### src/rtl/evt_decoder.sv
// evt_decoder: buffers encoded pixel-event words in a small FIFO, screens out
// illegal words, presents legal ones on a valid/ready port and reports per-group
// ON/OFF tallies with a one-cycle grp_done_o pulse.
module evt_decoder #(
  parameter int ROWS      = 4,
  parameter int COLS      = 4,
  parameter int POLARITY  = 2,
  parameter int DEPTH     = 4,
  localparam int ROW_W    = $clog2(ROWS),
  localparam int COL_W    = $clog2(COLS),
  localparam int WIDTH    = ROW_W + COL_W + POLARITY,
  localparam int CNT_W    = $clog2(ROWS*COLS+1)
) (
  input  logic             clk_i,
  input  logic             reset_ni,
  input  logic             evt_valid_i,
  input  logic [WIDTH-1:0] data_in_i,
  input  logic             grp_release_i,
  output logic             evt_ready_o,
  output logic             pix_valid_o,
  input  logic             pix_ready_i,
  output logic [ROW_W-1:0] row_o,
  output logic [COL_W-1:0] col_o,
  output logic             pol_o,
  output logic             grp_done_o,
  output logic [CNT_W-1:0] on_cnt_o,
  output logic [CNT_W-1:0] off_cnt_o,
  output logic             err_o
);

  localparam int PTR_W  = (DEPTH > 1) ? $clog2(DEPTH) : 1;
  localparam int FCNT_W = $clog2(DEPTH+1);
  localparam int ENT_W  = WIDTH + 1;

  localparam logic [FCNT_W-1:0]   FIFO_FULL = FCNT_W'(DEPTH);
  localparam logic [FCNT_W-1:0]   FIFO_NONE = FCNT_W'(0);
  localparam logic [CNT_W-1:0]    CNT_MAX   = CNT_W'(ROWS*COLS);
  localparam logic [ROW_W:0]      ROW_LIM   = (ROW_W+1)'(ROWS);
  localparam logic [COL_W:0]      COL_LIM   = (COL_W+1)'(COLS);
  localparam logic [POLARITY-1:0] POL_ON    = POLARITY'(1);
  localparam logic [POLARITY-1:0] POL_OFF   = POLARITY'(2);

  typedef enum logic [1:0] {
    ST_IDLE = 2'd0,
    ST_XFER = 2'd1,
    ST_GRP  = 2'd2
  } state_t;

  // FIFO storage and bookkeeping
  logic [ENT_W-1:0]  r_mem [DEPTH];
  logic [PTR_W-1:0]  r_wptr;
  logic [PTR_W-1:0]  r_rptr;
  logic [FCNT_W-1:0] r_count;
  logic              r_ready;

  // Decode FSM state and registered outputs
  state_t            r_state;
  logic              r_tag;
  logic              r_pix_valid;
  logic [ROW_W-1:0]  r_row;
  logic [COL_W-1:0]  r_col;
  logic              r_pol;
  logic              r_grp_done;
  logic [CNT_W-1:0]  r_on_cnt;
  logic [CNT_W-1:0]  r_off_cnt;
  logic              r_err;

  logic              w_push;
  logic              w_pop;
  logic [FCNT_W-1:0] w_count_nxt;
  logic [ENT_W-1:0]  w_head;
  logic              w_tag;
  logic [ROW_W-1:0]  w_row;
  logic [COL_W-1:0]  w_col;
  logic [POLARITY-1:0] w_pol;
  logic              w_legal;

  // The FSM only pops while IDLE, so the pop never depends on pix_ready_i.
  assign w_push = evt_valid_i & r_ready;
  assign w_pop  = (r_state == ST_IDLE) && (r_count != FIFO_NONE);

  // Head-of-FIFO field split: entry is {row, col, pol, tag}.
  assign w_head = r_mem[r_rptr];
  assign w_tag  = w_head[0];
  assign w_pol  = w_head[POLARITY:1];
  assign w_col  = w_head[POLARITY+1 +: COL_W];
  assign w_row  = w_head[ENT_W-1 -: ROW_W];

  // Next occupancy and legality of the head entry.
  always_comb begin
    w_count_nxt = r_count;
    w_legal     = 1'b0;
    case ({w_push, w_pop})
      2'b10:   w_count_nxt = r_count + FCNT_W'(1);
      2'b01:   w_count_nxt = r_count - FCNT_W'(1);
      default: w_count_nxt = r_count;
    endcase
    if (((w_pol == POL_ON) || (w_pol == POL_OFF)) &&
        ({1'b0, w_row} < ROW_LIM) && ({1'b0, w_col} < COL_LIM)) begin
      w_legal = 1'b1;
    end else begin
      w_legal = 1'b0;
    end
  end

  // FIFO data array write; contents need no reset since pointers gate reads.
  always_ff @(posedge clk_i) begin
    if (w_push) begin
      r_mem[r_wptr] <= {data_in_i, grp_release_i};
    end
  end

  // FIFO pointers, occupancy and registered ready (low during reset).
  always_ff @(posedge clk_i or negedge reset_ni) begin
    if (!reset_ni) begin
      r_wptr  <= '0;
      r_rptr  <= '0;
      r_count <= '0;
      r_ready <= 1'b0;
    end else begin
      if (w_push) r_wptr <= r_wptr + PTR_W'(1);
      if (w_pop)  r_rptr <= r_rptr + PTR_W'(1);
      r_count <= w_count_nxt;
      r_ready <= (w_count_nxt != FIFO_FULL);
    end
  end

  // Decode FSM: pop/screen in IDLE, hand over in XFER, report tallies in GRP.
  always_ff @(posedge clk_i or negedge reset_ni) begin
    if (!reset_ni) begin
      r_state     <= ST_IDLE;
      r_tag       <= 1'b0;
      r_pix_valid <= 1'b0;
      r_row       <= '0;
      r_col       <= '0;
      r_pol       <= 1'b0;
      r_grp_done  <= 1'b0;
      r_on_cnt    <= '0;
      r_off_cnt   <= '0;
      r_err       <= 1'b0;
    end else begin
      case (r_state)
        ST_IDLE: begin
          r_grp_done <= 1'b0;
          if (w_pop) begin
            if (w_legal) begin
              r_row       <= w_row;
              r_col       <= w_col;
              r_pol       <= (w_pol == POL_ON);
              r_tag       <= w_tag;
              r_pix_valid <= 1'b1;
              r_state     <= ST_XFER;
            end else begin
              // Illegal word is dropped, but a group tag on it still closes the group.
              r_err <= 1'b1;
              if (w_tag) begin
                r_grp_done <= 1'b1;
                r_state    <= ST_GRP;
              end
            end
          end
        end
        ST_XFER: begin
          if (pix_ready_i) begin
            r_pix_valid <= 1'b0;
            if (r_pol) begin
              if (r_on_cnt != CNT_MAX) r_on_cnt <= r_on_cnt + CNT_W'(1);
            end else begin
              if (r_off_cnt != CNT_MAX) r_off_cnt <= r_off_cnt + CNT_W'(1);
            end
            if (r_tag) begin
              r_grp_done <= 1'b1;
              r_state    <= ST_GRP;
            end else begin
              r_state <= ST_IDLE;
            end
          end
        end
        ST_GRP: begin
          r_grp_done <= 1'b0;
          r_on_cnt   <= '0;
          r_off_cnt  <= '0;
          r_state    <= ST_IDLE;
        end
        default: begin
          r_pix_valid <= 1'b0;
          r_grp_done  <= 1'b0;
          r_state     <= ST_IDLE;
        end
      endcase
    end
  end

  assign evt_ready_o = r_ready;
  assign pix_valid_o = r_pix_valid;
  assign row_o       = r_row;
  assign col_o       = r_col;
  assign pol_o       = r_pol;
  assign grp_done_o  = r_grp_done;
  assign on_cnt_o    = r_on_cnt;
  assign off_cnt_o   = r_off_cnt;
  assign err_o       = r_err;

endmodule

### config.mk
export PLATFORM = sky130hd
export DESIGN_NAME = evt_decoder
export DESIGN_NICKNAME = d
export VERILOG_FILES = /design/src/rtl/evt_decoder.sv
export SDC_FILE = /design/constraint.sdc
export NUM_CORES = 1
export LEC_CHECK = 0
export CAP_MARGIN = 40
export CORE_UTILIZATION = 59
export CTS_CLUSTER_SIZE = 24
export DETAILED_ROUTE_END_ITERATION = 10
export PLACE_DENSITY = 0.88
export SLEW_MARGIN = 20
export SYNTH_ARGS = -nofsm -noshare
export SYNTH_HDL_FRONTEND = slang
export SYNTH_SLANG_ARGS = --single-unit
### constraint.sdc
create_clock -name clk_i -period 4.4 [get_ports clk_i]
set_input_delay 0.44 -clock clk_i [delete_from_list [all_inputs] [get_ports clk_i]]
set_output_delay 0.44 -clock clk_i [all_outputs]
set_load 0.02 [all_outputs]
### Word-level counts from Yosys, hierarchy flattened

Memory sizes are Yosys's and may differ from the RTL's.
Index checks and enable logic that the tools add are counted.

* register bits: 29
* bits in writable memories: 28
* input port bits: 11
* output and inout port bits: 19
* logic and storage cells: 82
* memories: 1

* add/sub/neg operators: 6
* equal/unequal tests: 18
* mux-type cells: 28
* bitwise logic cells: 3
* reductions and logical operators: 12

Memory list
* r_mem: words 4, width 7, read ports 1, clocked after Yosys merged registers in 0, write ports 1, line 50 `logic [ENT_W-1:0] r_mem [DEPTH];`

Operators with widths (number)
* 2-to-1 mux 5 bit: 6
* one-hot mux 5 bit (2 select lines): 2
* != test 2 bit (second input constant): 8
* AND reduction 4 bit: 3
* 2-to-1 mux 1 bit: 11
* adder 5 x 1 -> 5 bit (second input constant): 2
* 2-to-1 mux 2 bit: 5
* != test 5 bit (second input constant): 2
* AND reduction 3 bit: 3
* == test 2 x 1 -> 1 bit (second input constant): 3
* == test 2 bit (second input constant): 3
* != test 3 bit (second input constant): 2
* one-hot mux 3 bit (2 select lines): 1
* adder 2 x 1 -> 2 bit (second input constant): 2
* one-hot mux 2 bit (2 select lines): 1
* adder 3 x 1 -> 3 bit (second input constant): 1
* one-hot mux 1 bit (3 select lines): 1
* nonzero test 3 bit: 1
* subtractor 3 x 1 -> 3 bit (second input constant): 1
* zero test 2 bit: 1
* inverter 1 bit: 2
* one-hot mux 1 bit (2 select lines): 1
* AND reduction 2 bit: 1
* nonzero test 2 bit: 1
* other kinds (3): 3

### Depth between registers and ports, before layout

Gate-level depths: netlist of the first run.
An unclocked memory read counts as a cell.

* word-level depth: 7
* mapped depth: 8
* mapped depth without buffers: 8

### Worst setup path before layout of the first run

No wires, ideal clock.

* path type: register -> register
* start: reg r_rptr[0]
* end: reg r_col[0] (netlist: col_o[0])
* library setup time: 0.125 ns
* arrival time: 2.087 ns
* slack: 2.188 ns
* cell stages (with the launch flop): 6
* path buffers: 1
* clock period less this slack: 2.212 ns
* cells stage by stage: dfrtp_1 -> buf_6 -> mux4_2 -> ha_1 -> nor4_4 -> mux2_2

* word-level cells in the longest chain between the ends: 5
* elaborated cells on any way between the ends: 6
* classes of those cells: 2 x eq/ne; 1 x mux; 2 x reduce/logical; 1 x memory

Ends and longest elaborated chain
* start: declaration: line 52 `logic [PTR_W-1:0] r_rptr;`
* start signal: assignment: line 122 `if (w_pop) r_rptr <= r_rptr + PTR_W'(1);`
* memory read (4 x 7 bit) *
* == test 2 x 1 -> 1 bit or == test 2 bit (tied branches): line 98 `if (((w_pol == POL_ON) || (w_pol == POL_OFF)) &&`
* logical OR 1 bit: line 98
* 2-to-1 mux 1 bit: line 98
* AND reduction 3 bit (no line)
* end signal: assignment: line 148 `r_col <= w_col;`
* end: declaration: line 61 `logic [COL_W-1:0] r_col;`

Every way passes the cells marked *; elsewhere a longest branch is shown, timed or not.
A chain may end at the register's enable or synchronous reset.

### Final worst setup path of the first run

* start: reg r_rptr[0]
* end: reg r_pol (netlist: pol_o)

* word-level cells in the longest chain between the ends: 5
* elaborated cells on any way between the ends: 6
* classes of those cells: 2 x eq/ne; 1 x mux; 2 x reduce/logical; 1 x memory

Ends and longest elaborated chain
* memory read (4 x 7 bit) *
* == test 2 x 1 -> 1 bit or == test 2 bit (tied branches): line 98, 149
* logical OR 1 bit: line 98
* 2-to-1 mux 1 bit: line 98
* AND reduction 3 bit (no line)
* end signal: assignment: line 149 `r_pol <= (w_pol == POL_ON);`
* end: declaration: line 62 `logic r_pol;`

Marks and branches as above.

==> results.py, run 1 <==
metrics = {
    "status": {
        "status": "finished clean",
    },
    "yosys": {
        "ys_types": 42,
        "synth_nets": 189,
        "syn_area_um2": 2510,
        "synth-edff-count": 28,
        "synthArstFlopShare": 0.509,
        "synth-seq-cells": 57,
        "netlist.top_cell.by_area": "edfxtp_1",
        "netlist_top_cells_count": "29 x dfrtp_1, 28 x edfxtp_1, 12 x inv_1",
        "yosysMostFrequentCell": "dfrtp_1",
        "synth.area.top_cells": "edfxtp_1 33%, dfrtp_1 29%, mux4_2 5.4%",
        "synth-main-ff-cell": "dfrtp_1",
        "synth.top_cell.area_share": 0.335,
        "netlist_instances": 167,
        "syn_area_per_cell_um2": 15.0,
        "ys_seq_area_frac": 0.624,
        "yosysWarnings": 0,
    },
    "timing": {
        "maxSlewViolCount": 0,
        "fin_crit_sh": 0.599,
        "rsz0062_at_grt": "no",
        "period_needed_ns": 2.64,
        "worst_pin_slew_ns": 0.565,
        "setup_tns_ns": 0,
        "clock_skew_ns": 0.00806,
        "whs_ns": 0.486,
        "maxSlewHeadroom": 0.620,
        "hold_violations": 0,
        "setup_viol": 0,
        "fmax_ghz": 0.379,
    },
    "setup_path": {
        "worstPathArrival_ns": 2.85,
        "cp.required_ns": 4.62,
        "cp_cell_sequence": "mux4_2, ha_1, nor4_4, mux2_2",
        "reg2reg_depth": 4,
        "crit_slowest_cell": "dfrtp_1",
        "cp-end-kind": "flip-flop",
        "max_stage_delay_ns": 0.65,
        "path_class": "flip-flop to flip-flop",
        "critPathLaunchType": "flip-flop",
        "crit_path_max_fanout": 9,
    },
    "floorplanning": {
        "io_pins": 30,
        "fp.dieW_um": 67.2,
        "placementRows": 23,
        "die-height_um": 67.2,
        "start_util": 0.623,
        "dieArea_um2": 4520,
        "coreArea_um2": 4030,
    },
    "clock_network": {
        "cts_hold_buf": 0,
        "numCtsBuffers": 9,
        "max-clock-path-buffers": 2,
        "clock_latency_ns": 0.34,
        "clock-root-buffer": "clkbuf_8",
        "post_cts_buffers": 0,
        "htree_levels": 3,
        "cts.clk_slew.worst_paths_ns": 0.07,
        "cts_sinks": 57,
        "cts_tree": "done",
        "cts_resized": 0,
    },
    "pwr": {
        "intPower_mw": 1.32,
        "ir_worst_vdd_mv": 0.396,
        "power.density_nw_per_um2": 682,
        "switching_share": 0.355,
        "power_frac_seq": 0.424,
        "switchingPower_uw": 728,
        "leakage_nw": 1.21,
        "combPwrFrac": 0.381,
        "total_power_mw": 2.05,
        "p_clk_frac": 0.195,
    },
    "global_route": {
        "grt_pass1_wl_mm": 7.44,
        "grt_antenna_before_repair": 0,
        "grt_max_degree": 30,
        "groute.usage.overall": 0.242,
        "grt-ovfl-total": 0,
        "grt_pass1_vias": 1606,
    },
    "detailed_routing": {
        "dr.pass1.iters": 4,
        "avgRoutedWirePerCell_um": 17.7,
        "drc": 0,
        "drt-initial-drc-count": 95,
        "drt_wl_total_mm": 4.59,
        "num_vias": 1473,
        "viasPerCell": 5.69,
        "antenna_left": 0,
    },
    "finish": {
        "nets": 226,
        "final_util": 0.745,
        "area.growth.synth_to_final_pct": 19.6,
        "layout-drive-gt1-share": 0.167,
        "nFillCells": 253,
        "antenna_cells": 0,
    },
    "placed_design": {
        "hpwl_mm": 3.29,
        "io_buffer_count": 29,
        "gp_congestion": 0.736,
    },
    "job": {
        "maxCapViolations": 0,
    },
    "hold_path": {
        "min_path_type": "input pin to asynchronous set/reset pin",
    },
}
-- critical path, delay by kind of cell, from the launching register on --
kind / cells / cell delay, ns
muxes: 2 / 0.98
and+or+nand+nor: 1 / 0.52
adders and majority gates: 1 / 0.37
DFF: 1 / 0.65
-- state kept, by name, summed over array words and instances (netlist names) --
| signal | count |
|---|---|
| r_mem | 28 |
| pol_o | 1 |
| off_cnt_o | 5 |
| r_wptr | 2 |
| col_o | 2 |
| r_rptr | 2 |
| on_cnt_o | 5 |
| evt_ready_o | 1 |
| row_o | 2 |
| r_state | 2 |
| err_o | 1 |
| r_tag | 1 |
| grp_done_o | 1 |
| pix_valid_o | 1 |
| r_count | 3 |
-- placed cells by master (no fill, tap or decap), drive strengths merged, types with 2 or more instances in the layout --
| cell type | synthesis | final |
|---|---|---|
| clkdlybuf4s50 | 0 | 29 |
| mux4 | 7 | 7 |
| dfrtp | 29 | 29 |
| or3 | 2 | 2 |
| nor4bb | 2 | 2 |
| nand2b | 2 | 2 |
| and4bb | 2 | 2 |
| nor2 | 3 | 3 |
| and3 | 4 | 4 |
| xnor2 | 3 | 3 |
| o211ai | 2 | 2 |
| o21ai | 7 | 7 |
| mux2i | 5 | 5 |
| a21o | 2 | 2 |
| nand4 | 3 | 3 |
| mux2 | 7 | 7 |
| clkinvlp | 0 | 2 |
| clkbuf | 2 | 10 |
| edfxtp | 28 | 28 |
| inv | 12 | 12 |
| nor3 | 3 | 3 |
| xor2 | 2 | 2 |
| nand2 | 10 | 10 |
| nor4 | 2 | 2 |
| clkinv | 0 | 4 |
| nand3 | 3 | 3 |
| ha | 10 | 10 |
-- cell type report --
type	instances	area [um^2]	share of cell area
sequential	57	1570	0.522
timing repair buffer	30	298	0.0992
clock buffer	10	128	0.0425
inverter	12	45.0	0.0150
multi-input combinational	94	868	0.289
clock inverter	6	35.0	0.0117
tap	50	62.6	0.0208
-- path summary, 6_finish.rpt --
check | end | slack [ns] | startpoint
worst max-delay path | pol_o$_DFFE_PN0P_ | 1.76 | r_rptr[0]$_DFFE_PN0N_
worst min-delay path | row_o[0]$_DFFE_PN0P_ | 0.49 | reset_ni
worst max register to register | pol_o$_DFFE_PN0P_ | 1.76 | r_rptr[0]$_DFFE_PN0N_
worst min register to register | err_o$_DFFE_PN0P_ | 0.49 | err_o$_DFFE_PN0P_
max in group asynchronous | r_wptr[1]$_DFFE_PN0P_ | 3.63 | reset_ni
min in group clk_i | err_o$_DFFE_PN0P_ | 0.49 | err_o$_DFFE_PN0P_
-- per-layer routing --
| metal | up-vias | share of wire | wire, um | GRT usage |
|---|---|---|---|---|
| li1 | 689 | - | - | - |
| met1 | 738 | 0.39 | 1790 | 0.264 |
| met2 | 36 | 0.55 | 2540 | 0.419 |
| met3 | 10 | 0.040 | 184 | 0.0828 |
| met4 | 0 | 0.016 | 75 | 0.120 |
| met5 | - | 0 | 0 | 0 |
-- through the flow --
| stage | setup WS (ns) | area [um^2] | instances |
|---|---|---|---|
| global route | 1.66 | 3000 | 259 |
| CTS | 1.74 | 3000 | 259 |
| detailed placement | 1.72 | 2840 | 243 |
| global placement | 1.81 | 2840 | 243 |
| finish | 1.76 | 3000 | 259 |
| floorplan | 2.19 | 2510 | 167 |
-- power groups by stage --
stage | Combinational [mW] | Clock (mW) | Sequential (mW)
after floorplan | 0.534 | 0 | 0.875
after global placement | 0.727 | 0 | 0.862
after detailed placement | 0.784 | 0 | 0.879
after CTS | 0.791 | 0.407 | 0.870
after global routing | 0.871 | 0.433 | 0.890
final | 0.780 | 0.400 | 0.869
-- cells by family (layout without fill, tap and decap cells) --
logic type                 count (synthesis)  after routing  synth area share
DFF                                       57             57             0.624
and+or+nand+nor                           42             42             0.111
muxes                                     19             19             0.116
AOI/OAI and AO/OA                         17             17            0.0439
buffers and inverters                     16             58            0.0299
adders and majority gates                 11             11            0.0578
xor gates and xnor gates                   5              5            0.0175
Note: power is estimated with default switching activity, not from simulation.
==> inputs of run 2 (changes only) <==
CORE_UTILIZATION = 49   (was 59)
PLACE_DENSITY = 0.78   (was 0.88)
clock period = 2.2 ns   (was 4.4 ns; I/O delays follow)
==> results.py, run 2 (synthesized netlist as in run 1, its figures left out) <==
metrics = {
    "timing": {
        "fmax_ghz": 0.472,
        "setup_tns_ns": 0,
        "fin_crit_sh": 0.963,
        "maxSlewViolCount": 0,
        "maxSlewHeadroom": 0.692,
        "setup_viol": 0,
        "period_needed_ns": 2.12,
        "rsz0062_at_grt": "no",
        "clock_skew_ns": 0.00634,
        "hold_violations": 0,
        "worst_pin_slew_ns": 0.456,
    },
    "floorplanning": {
        "coreArea_um2": 4820,
        "die-height_um": 73.6,
        "placementRows": 25,
        "start_util": 0.521,
        "dieArea_um2": 5410,
        "fp.dieW_um": 73.6,
        "io_pins": 30,
    },
    "detailed_routing": {
        "wl_met1_mm": 1.83,
        "drt-initial-drc-count": 31,
        "wl_met2_mm": 2.24,
        "drc": 0,
        "num_vias": 1500,
        "route.met3.wl_um": 149,
        "antenna_left": 0,
        "drt_wl_total_mm": 4.27,
        "dr.pass1.iters": 4,
        "viasPerCell": 5.23,
        "route.top_layer_used": "met4",
        "avgRoutedWirePerCell_um": 14.9,
    },
    "clock_network": {
        "cts_tree": "done",
        "post_cts_buffers": 0,
        "numCtsBuffers": 9,
        "cts_sinks": 57,
        "cts.clk_slew.worst_paths_ns": 0.07,
        "htree_levels": 3,
        "clock_latency_ns": 0.33,
        "max-clock-path-buffers": 2,
        "clock-root-buffer": "clkbuf_8",
    },
    "placed_design": {
        "dpl_cell_area_um2": 2960,
        "hpwl_mm": 3.15,
        "io_buffer_count": 29,
        "gp_congestion": 0.762,
    },
    "job": {
        "maxCapViolations": 0,
    },
    "finish": {
        "final_common_cell": "clkdlybuf4s50_1",
        "area.growth.synth_to_final_pct": 24.9,
        "regMostFlops": "r_mem",
        "nFillCells": 378,
        "design_area_um2": 3130,
        "layout-drive-gt1-share": 0.223,
        "largest_register_ffs": 28,
        "antenna_cells": 0,
        "final_util": 0.651,
        "nets": 238,
        "most-common-layout-cells": "29 x clkdlybuf4s50_1, 28 x dfrtp_1, 28 x edfxtp_1",
    },
    "setup_path": {
        "cp-end-kind": "flip-flop",
        "r2r-start": "r_rptr[0]$_DFFE_PN0N_",
        "max_stage_delay_ns": 0.51,
        "cp_top_family": "multiplexers",
        "rrSetupSlack_ns": 0.08,
        "crit_slowest_cell": "mux4_2",
        "path_buf_inv": 2,
        "crit_path_max_fanout": 8,
        "worst_r2r_endpoint": "r_tag$_DFFE_PN0P_",
        "reg2reg_depth": 6,
        "cp.required_ns": 2.41,
        "worstPathArrival_ns": 2.33,
        "cp_cell_sequence": "mux4_2, inv_1, ha_4, nor4_4, buf_6, mux2_2",
        "critPathLaunchType": "flip-flop",
        "path_class": "flip-flop to flip-flop",
    },
    "pwr": {
        "ir_worst_vdd_mv": 0.657,
        "power_frac_seq": 0.388,
        "power.density_nw_per_um2": 1370,
        "intPower_mw": 2.82,
        "leakage_nw": 1.26,
        "switching_share": 0.343,
        "total_power_mw": 4.29,
        "switchingPower_mw": 1.47,
        "combPwrFrac": 0.428,
        "p_clk_frac": 0.184,
    },
    "global_route": {
        "grt_max_degree": 30,
        "grt_pass1_vias": 1562,
        "grt_pass1_wl_mm": 7.13,
        "grt-ovfl-total": 0,
        "grt_antenna_before_repair": 0,
        "groute.usage.overall": 0.183,
    },
    "status": {
        "status": "finished clean",
    },
    "hold_path": {
        "min_path_type": "input pin to asynchronous set/reset pin",
    },
}
[run 2: layout make-up]
| cell class | count | area [um^2] | area share |
|---|---|---|---|
| sequential | 57 | 1570 | 0.500 |
| multi-input combinational | 94 | 886 | 0.283 |
| timing repair buffer | 42 | 392 | 0.125 |
| clock buffer | 9 | 124 | 0.0395 |
| tap | 67 | 83.8 | 0.0267 |
| inverter | 12 | 45.0 | 0.0144 |
| clock inverter | 6 | 36.3 | 0.0116 |
[run 2: worst register-to-register path, cell delays in order (launching register included)]
cell and delay (ns):
dfrtp_2 0.41, mux4_2 0.51, inv_1 0.10, ha_4 0.21
nor4_4 0.27, buf_6 0.17, mux2_2 0.34
[run 2: how the worst max path moves through the flow]
| stage | end | slack (ns) | start | depth (start not counted) |
|---|---|---|---|---|
| 2_1_floorplan | col_o[0]$_DFFE_PN0P_ | -0.009 | r_rptr[0]$_DFFE_PN0N_ | 5 |
| 3_3_place_gp | r_count[2]$_DFF_PN0_ | 0.09 | evt_valid_i | 8 |
| 3_5_place_dp | r_tag$_DFFE_PN0P_ | 0.02 | r_rptr[0]$_DFFE_PN0N_ | 6 |
| 4_1_cts | r_tag$_DFFE_PN0P_ | 0.02 | r_rptr[0]$_DFFE_PN0N_ | 6 |
| 5_1_grt | r_tag$_DFFE_PN0P_ | 0.004 | r_rptr[0]$_DFFE_PN0N_ | 6 |
| 6_report | r_tag$_DFFE_PN0P_ | 0.08 | r_rptr[0]$_DFFE_PN0N_ | 6 |
[run 2: repair_timing]
action                                  in CTS  in global routing
hold buffers                                 0                  0
endpoints found under the setup margin       0                  7
gates resized for setup                      0                  3
[run 2: power groups by stage]
| stage | Combinational, mW | Sequential, mW | Clock, mW |
|---|---|---|---|
| after CTS | 1.84 | 1.66 | 0.810 |
| after global placement | 1.75 | 1.65 | 0 |
| final | 1.83 | 1.66 | 0.790 |
| after floorplan | 1.11 | 1.75 | 0 |
| after global routing | 2.04 | 1.70 | 0.849 |
| after detailed placement | 1.84 | 1.68 | 0 |
[run 2: stage by stage]
step,worst slack (ns),cells,hold slack [ns]
2_1_floorplan,-0.00920,167,-0.0756
3_3_place_gp,0.0852,272,0.478
3_5_place_dp,0.0215,272,0.484
4_1_cts,0.0180,287,0.297
5_1_grt,0.00450,287,0.316
6_report,0.0809,287,0.282
[run 2: per-layer routing]
layer | up-vias | track usage
li1 | 721 | -
met5 | - | 0
met2 | 37 | 0.322
met3 | 6 | 0.0343
met1 | 736 | 0.215
met4 | 0 | 0.0897
